===== config.mk =====
export PLATFORM = sky130hd
export DESIGN_NAME = cache_bus_bridge
export DESIGN_NICKNAME = d
export VERILOG_FILES = /design/src/rtl/cache_bus_bridge_pkg.sv /design/src/rtl/cache_bus_bridge_busbeatcounter.sv /design/src/rtl/cache_bus_bridge.sv
export SDC_FILE = /design/constraint.sdc
export NUM_CORES = 1
export LEC_CHECK = 0
export ABC_AREA = 1
export CAP_MARGIN = 30
export CORE_AREA = 2 2 313 315
export DETAILED_ROUTE_END_ITERATION = 8
export DIE_AREA = 0 0 315 317
export SLEW_MARGIN = 40
export SYNTH_ARGS = -nofsm -noshare
export SYNTH_HDL_FRONTEND = slang
export SYNTH_SLANG_ARGS = --single-unit

===== constraint.sdc =====
create_clock -name clk -period 3.42 [get_ports clk]
set_input_delay 0.684 -clock clk [delete_from_list [all_inputs] [get_ports clk]]
set_output_delay 0.684 -clock clk [all_outputs]
set_load 0.02 [all_outputs]

===== src/rtl/cache_bus_bridge_pkg.sv =====
// Shared AHB-Lite encodings and the bridge FSM state type.
package cache_bus_bridge_pkg;

  localparam logic [1:0] HTRANS_IDLE   = 2'b00;
  localparam logic [1:0] HTRANS_NONSEQ = 2'b10;
  localparam logic [1:0] HTRANS_SEQ    = 2'b11;

  localparam logic [2:0] HBURST_SINGLE = 3'b000;
  localparam logic [2:0] HBURST_INCR   = 3'b001;
  localparam logic [2:0] HBURST_INCR4  = 3'b011;
  localparam logic [2:0] HBURST_INCR8  = 3'b101;
  localparam logic [2:0] HBURST_INCR16 = 3'b111;

  typedef enum logic [1:0] {
    STATE_IDLE = 2'b00,
    STATE_ADDR = 2'b01,
    STATE_DATA = 2'b10
  } busState_t;

  function automatic logic [2:0] burstFor(input int beats);
    case (beats)
      1:       return HBURST_SINGLE;
      4:       return HBURST_INCR4;
      8:       return HBURST_INCR8;
      16:      return HBURST_INCR16;
      default: return HBURST_INCR;
    endcase
  endfunction

endpackage


===== src/rtl/cache_bus_bridge_busbeatcounter.sv =====
// Enabled modulo-BEATS beat counter with a flag on the final beat.
module busbeatcounter #(
  parameter int BEATS = 8,
  parameter int W     = 3
) (
  input  logic         clk,
  input  logic         reset_n,
  input  logic         Enable,
  output logic [W-1:0] Count,
  output logic         LastBeat
);

  assign LastBeat = (Count == W'(BEATS - 1));

  always_ff @(posedge clk or negedge reset_n) begin
    if (!reset_n) begin
      Count <= '0;
    end else if (Enable) begin
      Count <= LastBeat ? '0 : Count + W'(1);
    end
  end

endmodule


===== src/rtl/cache_bus_bridge.sv =====
// Turns cache line fetch/writeback requests into AHB-Lite incrementing bursts,
// assembling fetched beats into FetchBuffer and streaming writeback words out.
module cache_bus_bridge
  import cache_bus_bridge_pkg::*;
#(
  parameter int PA_BITS         = 34,
  parameter int AHBW            = 64,
  parameter int LINELEN         = 512,
  parameter int LOGBWPL         = 3,
  parameter bit READ_ONLY_CACHE = 1'b0
) (
  input  logic               clk,
  input  logic               reset_n,
  input  logic               FlushStage,
  input  logic [1:0]         CacheBusRW,
  input  logic [PA_BITS-1:0] CacheBusAdr,
  input  logic [AHBW-1:0]    ReadDataWord,
  output logic               CacheBusAck,
  output logic               SelBusBeat,
  output logic [LOGBWPL-1:0] BeatCount,
  output logic [LINELEN-1:0] FetchBuffer,
  output logic               BusCommitted,
  output logic [PA_BITS-1:0] HADDR,
  output logic [1:0]         HTRANS,
  output logic               HWRITE,
  output logic [2:0]         HBURST,
  output logic [2:0]         HSIZE,
  output logic [AHBW-1:0]    HWDATA,
  input  logic               HREADY,
  input  logic [AHBW-1:0]    HRDATA,
  output logic [1:0]         DebugState
);

  localparam int         BEATS     = LINELEN / AHBW;
  localparam int         BYTES     = AHBW / 8;
  localparam logic [2:0] BURST_ENC = burstFor(BEATS);
  localparam logic [2:0] SIZE_ENC  = 3'($clog2(BYTES));

  busState_t          state;
  logic [PA_BITS-1:0] haddrReg;
  logic [1:0]         htransReg;
  logic               hwriteReg;
  logic [2:0]         hburstReg;
  logic [2:0]         hsizeReg;
  logic               selBusBeatReg;
  logic               busCommittedReg;
  logic               dataActive;

  logic [LOGBWPL-1:0] addrCount;
  logic [LOGBWPL-1:0] dataCount;
  logic               addrLast;
  logic               dataLast;

  logic reqWrite;
  logic reqValid;
  logic startReq;
  logic addrPhase;
  logic addrAccept;
  logic dataDone;

  // Handshake: an address phase (HTRANS != IDLE) is accepted, and an open data
  // phase completes, only in a cycle with HREADY=1; HREADY=0 freezes both.
  assign reqWrite   = !READ_ONLY_CACHE && CacheBusRW[0];
  assign reqValid   = CacheBusRW[1] || reqWrite;
  assign startReq   = reset_n && (state == STATE_IDLE) && reqValid && !FlushStage;
  assign addrPhase  = startReq || (state == STATE_ADDR);
  assign addrAccept = addrPhase && HREADY;
  assign dataDone   = dataActive && HREADY;

  busbeatcounter #(.BEATS(BEATS), .W(LOGBWPL)) u_addrCounter (
    .clk      (clk),
    .reset_n  (reset_n),
    .Enable   (addrAccept),
    .Count    (addrCount),
    .LastBeat (addrLast)
  );

  busbeatcounter #(.BEATS(BEATS), .W(LOGBWPL)) u_dataCounter (
    .clk      (clk),
    .reset_n  (reset_n),
    .Enable   (dataDone),
    .Count    (dataCount),
    .LastBeat (dataLast)
  );

  always_ff @(posedge clk or negedge reset_n) begin
    if (!reset_n) begin
      state           <= STATE_IDLE;
      haddrReg        <= '0;
      htransReg       <= HTRANS_IDLE;
      hwriteReg       <= 1'b0;
      hburstReg       <= '0;
      hsizeReg        <= '0;
      selBusBeatReg   <= 1'b0;
      busCommittedReg <= 1'b0;
      dataActive      <= 1'b0;
      FetchBuffer     <= '0;
    end else begin
      case (state)
        STATE_IDLE: begin
          if (startReq) begin
            hwriteReg     <= reqWrite;
            hburstReg     <= BURST_ENC;
            hsizeReg      <= SIZE_ENC;
            selBusBeatReg <= 1'b1;
            if (HREADY) begin
              busCommittedReg <= 1'b1;
              if (addrLast) begin
                state     <= STATE_DATA;
                htransReg <= HTRANS_IDLE;
                haddrReg  <= CacheBusAdr;
              end else begin
                state     <= STATE_ADDR;
                htransReg <= HTRANS_SEQ;
                haddrReg  <= CacheBusAdr + PA_BITS'(BYTES);
              end
            end else begin
              // Beat 0 stalled: keep offering it as a registered NONSEQ.
              state     <= STATE_ADDR;
              htransReg <= HTRANS_NONSEQ;
              haddrReg  <= CacheBusAdr;
            end
          end
        end
        STATE_ADDR: begin
          if (HREADY) begin
            busCommittedReg <= 1'b1;
            if (addrLast) begin
              state     <= STATE_DATA;
              htransReg <= HTRANS_IDLE;
            end else begin
              htransReg <= HTRANS_SEQ;
              haddrReg  <= haddrReg + PA_BITS'(BYTES);
            end
          end
        end
        STATE_DATA: begin
          if (CacheBusAck) begin
            state           <= STATE_IDLE;
            busCommittedReg <= 1'b0;
            selBusBeatReg   <= 1'b0;
          end
        end
        default: state <= STATE_IDLE;
      endcase

      if (HREADY) begin
        dataActive <= addrAccept;
      end
      if (dataDone && !hwriteReg) begin
        FetchBuffer[dataCount*AHBW +: AHBW] <= HRDATA;
      end
    end
  end

  generate
    if (READ_ONLY_CACHE) begin : g_noWriteback
      assign HWDATA = '0;
    end else begin : g_writeback
      logic [AHBW-1:0] hwdataReg;
      always_ff @(posedge clk or negedge reset_n) begin
        if (!reset_n) begin
          hwdataReg <= '0;
        end else if (addrAccept) begin
          hwdataReg <= ReadDataWord;
        end
      end
      assign HWDATA = hwdataReg;
    end
  endgenerate

  // The first address phase leaves IDLE in the same cycle the request arrives.
  assign HTRANS       = startReq ? HTRANS_NONSEQ : htransReg;
  assign HADDR        = startReq ? CacheBusAdr   : haddrReg;
  assign HWRITE       = startReq ? reqWrite      : hwriteReg;
  assign HBURST       = startReq ? BURST_ENC     : hburstReg;
  assign HSIZE        = startReq ? SIZE_ENC      : hsizeReg;
  assign CacheBusAck  = (state == STATE_DATA) && dataDone && dataLast;
  assign BeatCount    = addrCount;
  assign SelBusBeat   = selBusBeatReg;
  assign BusCommitted = busCommittedReg;
  assign DebugState   = state;

endmodule


# Yosys cells after proc, flatten, opt, wreduce, memory -nomap -nowiden
# Cells that the tools add are included.
[classes]
add_sub_neg = 5
eq_ne = 9
shift = 2
muxes = 32
n_reduce_logical = 21
[op_table]
columns = ["cell", "count"]
rows = [
  ["$bwmux W512", 1],
  ["$shift A64 B34 Y512 const A", 1],
  ["$shiftx A64 B34 Y512", 1],
  ["$mux W34", 6],
  ["$add A34 B4 Y34 const B", 2],
  ["$pmux W34 S2", 1],
  ["$neg A9 Y34", 1],
  ["$mux W2", 11],
  ["$mux W3", 4],
  ["$reduce_and A3 Y1", 3],
  ["$logic_and A1 B1 Y1", 8],
  ["$ne A2 B2 Y1 const B", 4],
  ["$reduce_and A4 Y1", 2],
  ["$add A3 B1 Y3 const B", 2],
  ["$eq A3 B3 Y1 const B", 2],
  ["$pmux W2 S3", 1],
  ["$mux W1", 5],
  ["$pmux W2 S2", 1],
  ["$reduce_bool A2 Y1", 2],
  ["$pmux W1 S3", 1],
  ["$reduce_bool A3 Y1", 1],
  ["$eq A2 B1 Y1 const B", 1],
  ["$eq A2 B2 Y1 const B", 1],
  ["$logic_not A1 Y1", 2],
  ["other kinds (4)", 5],
]
[word_totals]
register_bits = 630
wordCells = 82

# Longest topological paths before layout
# Gate-level depths: netlist of run 1.
[logic_depth]
ltp_word = 6
ltp_mapped = 13

# Modules after synthesis
# From an unflattened synthesis of run 1, not the netlist that was laid out.
[unflattened]
cells_unflattened = 3391
hier_area_um2 = 28122.0
[modules_own_cells]
columns = ["mod", "n_inst", "cells_each", "area_per_inst_um2", "seq_area_each_um2"]
rows = [
  ["cache_bus_bridge", 1, 3357, 27829.2, 15615.0],
  ["busbeatcounter", 2, 17, 146.4, 75.1],
]

# Worst setup path before layout of run 1
# Ideal clock, no wire load.
[synth_timing]
path_type = "in2out"
start = "input port CacheBusRW[0]"
end = "output port HADDR[18]"
arrival_ns = 1.802
slack_ns = 0.934
path_stages = 5
path_buffers = 2
path_cell_list = "o211ai_1 > buf_2 > buf_1 > nor2_1 > a21oi_1"
[synth_between]
elab_chain_len = 4
[synth_lines]
columns = ["item", "line", "source"]
rows = [
  ["start: declaration", "cache_bus_bridge.sv:15", "input logic [1:0] CacheBusRW,"],
  ["$logic_or A1 B1 Y1", "cache_bus_bridge.sv:64", "assign reqValid = CacheBusRW[1] || reqWrite;"],
  ["$logic_and A1 B1 Y1 (2 in a row)", "cache_bus_bridge.sv:65", "assign startReq = reset_n && (state == STATE_IDLE) && reqValid && !FlushStage;"],
  ["$mux W34", "cache_bus_bridge.sv:174", "assign HADDR = startReq ? CacheBusAdr : haddrReg;"],
  ["end: declaration", "cache_bus_bridge.sv:23", "output logic [PA_BITS-1:0] HADDR,"],
]
# No other way between the ends.

# Worst setup path after layout of run 1
[layout_timing]
start = "register state[1] (netlist: DebugState[1])"
end = "output port HADDR[10]"
[layout_between]
elab_chain_len = 5
[layout_lines]
columns = ["item", "line", "source"]
rows = [
  ["start: declaration", "cache_bus_bridge.sv:39", "busState_t state;"],
  ["start signal: assignment", "cache_bus_bridge.sv:88", "state <= STATE_IDLE;"],
  ["start signal: assignment", "cache_bus_bridge.sv:109", "state <= STATE_DATA;"],
  ["start signal: assignment", "cache_bus_bridge.sv:113", "state <= STATE_ADDR;"],
  ["$logic_not A2 Y1", "cache_bus_bridge.sv:65", ""],
  ["$logic_and A1 B1 Y1 (3 in a row)", "cache_bus_bridge.sv:65", ""],
  ["$mux W34", "cache_bus_bridge.sv:174", ""],
]
# No other way between the ends.

==> results of run 1 <==
[worst max-delay path by stage]
| stage | start | to | slack (ns) | depth (start not counted) |
|---|---|---|---|---|
| 5_1_grt | DebugState[1] | HADDR[32] | 0.004 | 6 |
| 6_report | DebugState[1] | HADDR[10] | 0.12 | 6 |
| 2_1_floorplan | CacheBusRW[0] | HADDR[18] | 0.93 | 5 |
| 3_3_place_gp | CacheBusRW[0] | HADDR[20] | 0.16 | 7 |
| 4_1_cts | DebugState[1] | HADDR[29] | 0.006 | 6 |
| 3_5_place_dp | CacheBusRW[0] | HADDR[29] | 0.15 | 7 |
[where the power goes]
part | internal, µW | switching, µW | total [µW]
combinational | 6060 | 10800 | 16800
clock | 4810 | 3440 | 8250
sequential | 9700 | 1650 | 11300
total | 20600 | 15900 | 36400
[per-stage QoR]
step / util / setup WS (ns) / hold WS [ns]
2_1_floorplan: - / 0.9345 / 0.3884
3_3_place_gp: 0.3893 / 0.1573 / 0.4341
3_5_place_dp: 0.3894 / 0.1453 / 0.4374
4_1_cts: 0.4153 / 0.005588 / 0.07747
5_1_grt: 0.4165 / 0.003912 / 0.1212
6_report: 0.4165 / 0.1168 / 0.1193
[repair_timing]
item | in CTS | in global routing
resized for setup | 2 | 15
setup endpoints to repair | 1 | 23
pin swaps | 0 | 0
gates cloned | 0 | 0
[cells in the mapped netlist, drive strengths merged]
cell type     n  share of area
clkbuf       89          0.012
nor3        124          0.028
nand2      1249           0.17
o31ai        98          0.026
mux2          9         0.0036
o21ai       378          0.068
a221oi        1        0.00031
inv         290          0.039
nand3b        7         0.0019
clkinv        2        0.00027
nor2        201          0.029
dfrtp       630           0.56
ha           10         0.0045
a22oi         1        0.00027
nand3       129          0.023
xnor2         1        0.00031
xor2         13         0.0041
o211ai        4         0.0011
buf         112          0.023
o21a          5         0.0013
nand4         8         0.0018
or2           2        0.00045
a31oi         2        0.00045
a21oi        16         0.0029
[cell usage in the layout (no fill, tap or decap), drive strengths merged, types with 16 or more instances in the layout]
cell and instances:
inv 296, a21oi 16, nor2 201, nor3 124
nand2 1249, nand3 129, clkbuf 107, clkdlybuf4s50 775
o31ai 98, buf 82, dfrtp 630, o21ai 378
[layer usage]
| layer | GRT usage | vias up | share of wire |
|---|---|---|---|
| met5 | 0 | - | 0.00098 |
| met4 | 0.1091 | 20 | 0.041 |
| met3 | 0.08947 | 198 | 0.096 |
| met2 | 0.4396 | 1097 | 0.48 |
| met1 | 0.3022 | 12780 | 0.38 |
| li1 | - | 12260 | - |
[sequential cells by signal (all words and copies together), names as in the netlist, 2 cells and up]
name	count
DebugState	2
FetchBuffer	512
HWDATA	64
haddrReg	34
hburstReg	3
hsizeReg	3
htransReg	2
u_addrCounter.Count	3
u_dataCounter.Count	3
[area by class of cell]
cell class / count / area, µm² / share of cell area
Multi-Input combinational cell: 2258 / 10320 / 0.2574
Antenna cell: 5 / 12.51 / 0.0003120
Tap cell: 1276 / 1597 / 0.03982
Clock buffer: 107 / 2201 / 0.05489
Sequential cell: 630 / 15770 / 0.3932
Timing Repair Buffer: 871 / 8798 / 0.2194
Inverter: 292 / 1115 / 0.02780
Clock inverter: 26 / 287.8 / 0.007177
[cell families after synthesis]
group / Yosys count
AO/OA/AOI/OAI: 505
XOR/XNOR: 14
adder cells (fa/ha/maj): 10
buffers and inverters: 493
flip-flops: 630
multiplexers: 9
AND/OR/NAND/NOR: 1720
==> impl_metrics.toml, run 1 <==
[synthesis]
yosys.area_share.simple = 0.2521
synth_xor_area_frac = 0.004364
synth_compound_area_frac = 0.1002
syn_nets = 3559
synth.avg_cell_area_um2 = 8.311
synth_adder_area_share = 0.004453
netlist_instances = 3381
yosys_warnings = 0
muxShareOfSynthArea = 0.003607
synth_top_family_by_area = "simple AND/OR/NAND/NOR gates"
syn_area_um2 = 28100
synth_cell_types = 37
synth_seq_area_share = 0.5611
synth-seq-cells = 630

[cts]
htree_levels = 3
cts_setup_buffers = 0
cts_tree = "built"
clk_transition_reported_paths_ns = 0.06
cts-buffers-inserted = 76
clk_latency_ns = 0.65
cts.sinks = 630
cts_hold_buf = 0
cts-root-buf = "clkbuf_16"
cts_max_path_buffers = 3

[placement]
dp.cells = 5325
numPortBuffers = 794
hpwl_um = 98600
gp_congestion = 0.9716
placed_area_um2 = 37500

[critical_path]
critical_path_required_ns = 2.74
reg2reg_depth = 10
crit_path_start_kind = "register"
path_common_cell = "buf_12"
crit_chain = "nor2_1 -> o211ai_1 -> buf_12 -> buf_12 -> o21ai_0 -> clkdlybuf4s50_1"
cp_data_arrival_time_ns = 2.62
critPathBufInv = 3
cpPeakStageDelay_ns = 0.65
reg2reg_slack_ns = 0.67
path_max_fanout = 32
regToRegStartpoint = "u_dataCounter.Count[1]"
cpMaxStageDelayCell = "clkdlybuf4s50_1"
path_class = "register to primary output"
cp_top_family = "buffers and inverters"
endpoint_kind = "primary output"
r2r_end = "FetchBuffer[185]"

[final_layout]
area_growth_pct = 42.71
fillCellCount = 9699
nets = 4307
final_cells = 5465
drive_gt1_frac = 0.06907
final_area_um2 = 40100

[global_routing]
grt_max_degree = 140
grt_first_pass_wirelength_um = 188400
first_global_vias = 26210
overflow = 0
grt_usage = 0.2608
grt_antenna_before_repair = 16

[floorplanning]
die-area_um2 = 99860
die_x_um = 315
start_util = 0.2918
rows = 114
io_pins = 795
core_um2 = 96280
die_h_um = 317

[power]
cellPowerDensity_nw_per_um2 = 908.5
vdd_drop_max_mv = 0.6180
p_leak_uw = 0.01839
p_total_uw = 36430

[sta]
grt_setup_unrepaired = "no"
setup_viol = 0
hold_viol = 0
slew_viol_final = 0
finalCritPeriodShare = 0.9658
period_needed_ns = 3.303
clock_skew_ns = 0.01949
max-slew-margin-rel = 0.4411
fin_setup_tns_ns = 0
fmaxAchievable_ghz = 0.3027
tightest_slew_ns = 0.8384

[detailed_routing]
vias_per_cell = 4.824
drtPass1Iterations = 5
wl_per_cell_um = 24.21
wirelength_um = 132300
ant_nets = 0
drt_iter0_markers = 2194
num_vias = 26360
drcViolationCount = 0

[run]
maxCapViolCount = 0

[status]
outcome = "completed"

[min_path]
hold_class = "input port to asynchronous set/reset pin"
No activity file was read; power rests on OpenSTA's default activity.
==> run 2: changes to the inputs <==
CORE_AREA = 2 2 307 309   (was 2 2 313 315)
DIE_AREA = 0 0 309 311   (was 0 0 315 317)
SETUP_SLACK_MARGIN = 0.3   (was unset)
SLEW_MARGIN = unset   (was 40)
==> impl_metrics.toml, run 2 (synthesis gave the netlist of run 1 again) <==
[sta]
hold_viol = 0
period_needed_ns = 3.109
fin_setup_tns_ns = 0
grt_setup_unrepaired = "yes"
fmaxAchievable_ghz = 0.3217
max-slew-margin-rel = 0.2432
setup_viol = 0
tightest_slew_ns = 1.135
clock_skew_ns = 0.02219
whs_ns = 0.09670
slew_viol_final = 0
finalCritPeriodShare = 0.9090

[detailed_routing]
drcViolationCount = 0
num_vias = 26120
vias_per_cell = 4.794
drt_iter0_markers = 2494
wl_per_cell_um = 24.03
ant_nets = 0
drtPass1Iterations = 8
wirelength_um = 130900

[run]
maxCapViolCount = 0

[critical_path]
crit_path_start_kind = "input port"
cp_top_family = "buffers and inverters"
critPathBufInv = 3
crit_chain = "clkdlybuf4s50_1 -> o211ai_1 -> bufbuf_16 -> mux2_2 -> dlygate4sd2_1"
critical_path_required_ns = 2.74
path_max_fanout = 20
endpoint_kind = "primary output"
cp_data_arrival_time_ns = 2.42
cpMaxStageDelayCell = "clkdlybuf4s50_1"
path_class = "input port to primary output"
cpPeakStageDelay_ns = 0.44

[power]
cellPowerDensity_nw_per_um2 = 910.9
vdd_drop_max_mv = 1.056
p_leak_uw = 0.01830

[cts]
clk_latency_ns = 0.66
clk_transition_reported_paths_ns = 0.06
cts_max_path_buffers = 3
cts-root-buf = "clkbuf_16"
htree_levels = 3
cts-buffers-inserted = 74
cts.sinks = 630
cts_hold_buf = 0
cts_tree = "built"

[floorplanning]
die-area_um2 = 96100
io_pins = 795
die_x_um = 309
core_um2 = 92770
rows = 112
start_util = 0.3029
die_h_um = 311

[final_layout]
top_register = "FetchBuffer"
mostFrequentLayoutCells = "nand2_1, clkdlybuf4s50_1, dfrtp_1, o21ai_0, inv_1"
fillCellCount = 9279
drive_gt1_frac = 0.06914
largest_reg_flops = 512
final_cells = 5447
multiInputGateArea_um2 = 10320
mostFrequentLayoutCell = "nand2_1"
final_util = 0.4318
area_growth_pct = 42.57
nets = 4298
seqCellArea_um2 = 15770

[global_routing]
overflow = 0
grt_first_pass_wirelength_um = 186800
grt_usage = 0.2684
grt_antenna_before_repair = 25
first_global_vias = 25720
grt_max_degree = 169

[placement]
hpwl_um = 96870
gp_congestion = 0.9879
numPortBuffers = 794
dp.cells = 5293

[status]
outcome = "completed"

[min_path]
hold_class = "input port to asynchronous set/reset pin"
==> run 2: worst paths after layout <==
check                      slack, ns  depth (start not counted)                to                    from
max reg2reg                     0.76                         11  FetchBuffer[138]  u_dataCounter.Count[0]
max in group asynchronous       1.30                          4  FetchBuffer[302]                 reset_n
min in group clk                0.45                          2      hburstReg[2]            hburstReg[2]
max                             0.31                          5         HADDR[19]           CacheBusRW[0]
min                              0.1                          2        HWDATA[33]                 reset_n
min reg2reg                     0.45                          2      hburstReg[2]            hburstReg[2]
==> run 2: per-layer routing <==
layer	track usage	vias up	share of wire
li1	-	12250	-
met1	0.3102	12570	0.37
met2	0.4427	1083	0.48
met3	0.09188	200	0.099
met4	0.1296	18	0.047
met5	0	-	0.00092
==> run 2: repair_timing <==
item                                    in CTS  in global routing
gates resized for setup                     47                 39
pin swaps                                    1                  0
gates cloned                                 2                  0
buffers inserted                             3                  0
endpoints found under the setup margin      43                 23
==> run 2: layout make-up <==
| type | count | share of cell area |
|---|---|---|
| antenna | 13 | 0.0008121 |
| clock buffer | 107 | 0.05360 |
| clock inverter | 29 | 0.01187 |
| inverter | 292 | 0.02774 |
| multi-input combinational | 2258 | 0.2576 |
| sequential | 630 | 0.3936 |
| tap | 1254 | 0.03917 |
| timing repair buffer | 864 | 0.2155 |
==> run 2: where the power goes <==
group	switching, µW	total, µW	internal (µW)
clock	3460	8560	5100
combinational	10700	16600	5940
sequential	1600	11300	9700
==> run 2: stage by stage <==
stage | setup slack [ns] | total power (µW) | instance area, µm²
after floorplan | 0.9345 | 19600 | 28100
after global placement | 0.06692 | 28140 | 37410
after detailed placement | 0.002924 | 28220 | 37410
after CTS | 0.2742 | 36800 | 40040
after global routing | 0.2463 | 38450 | 40050
final | 0.3111 | 36490 | 40060
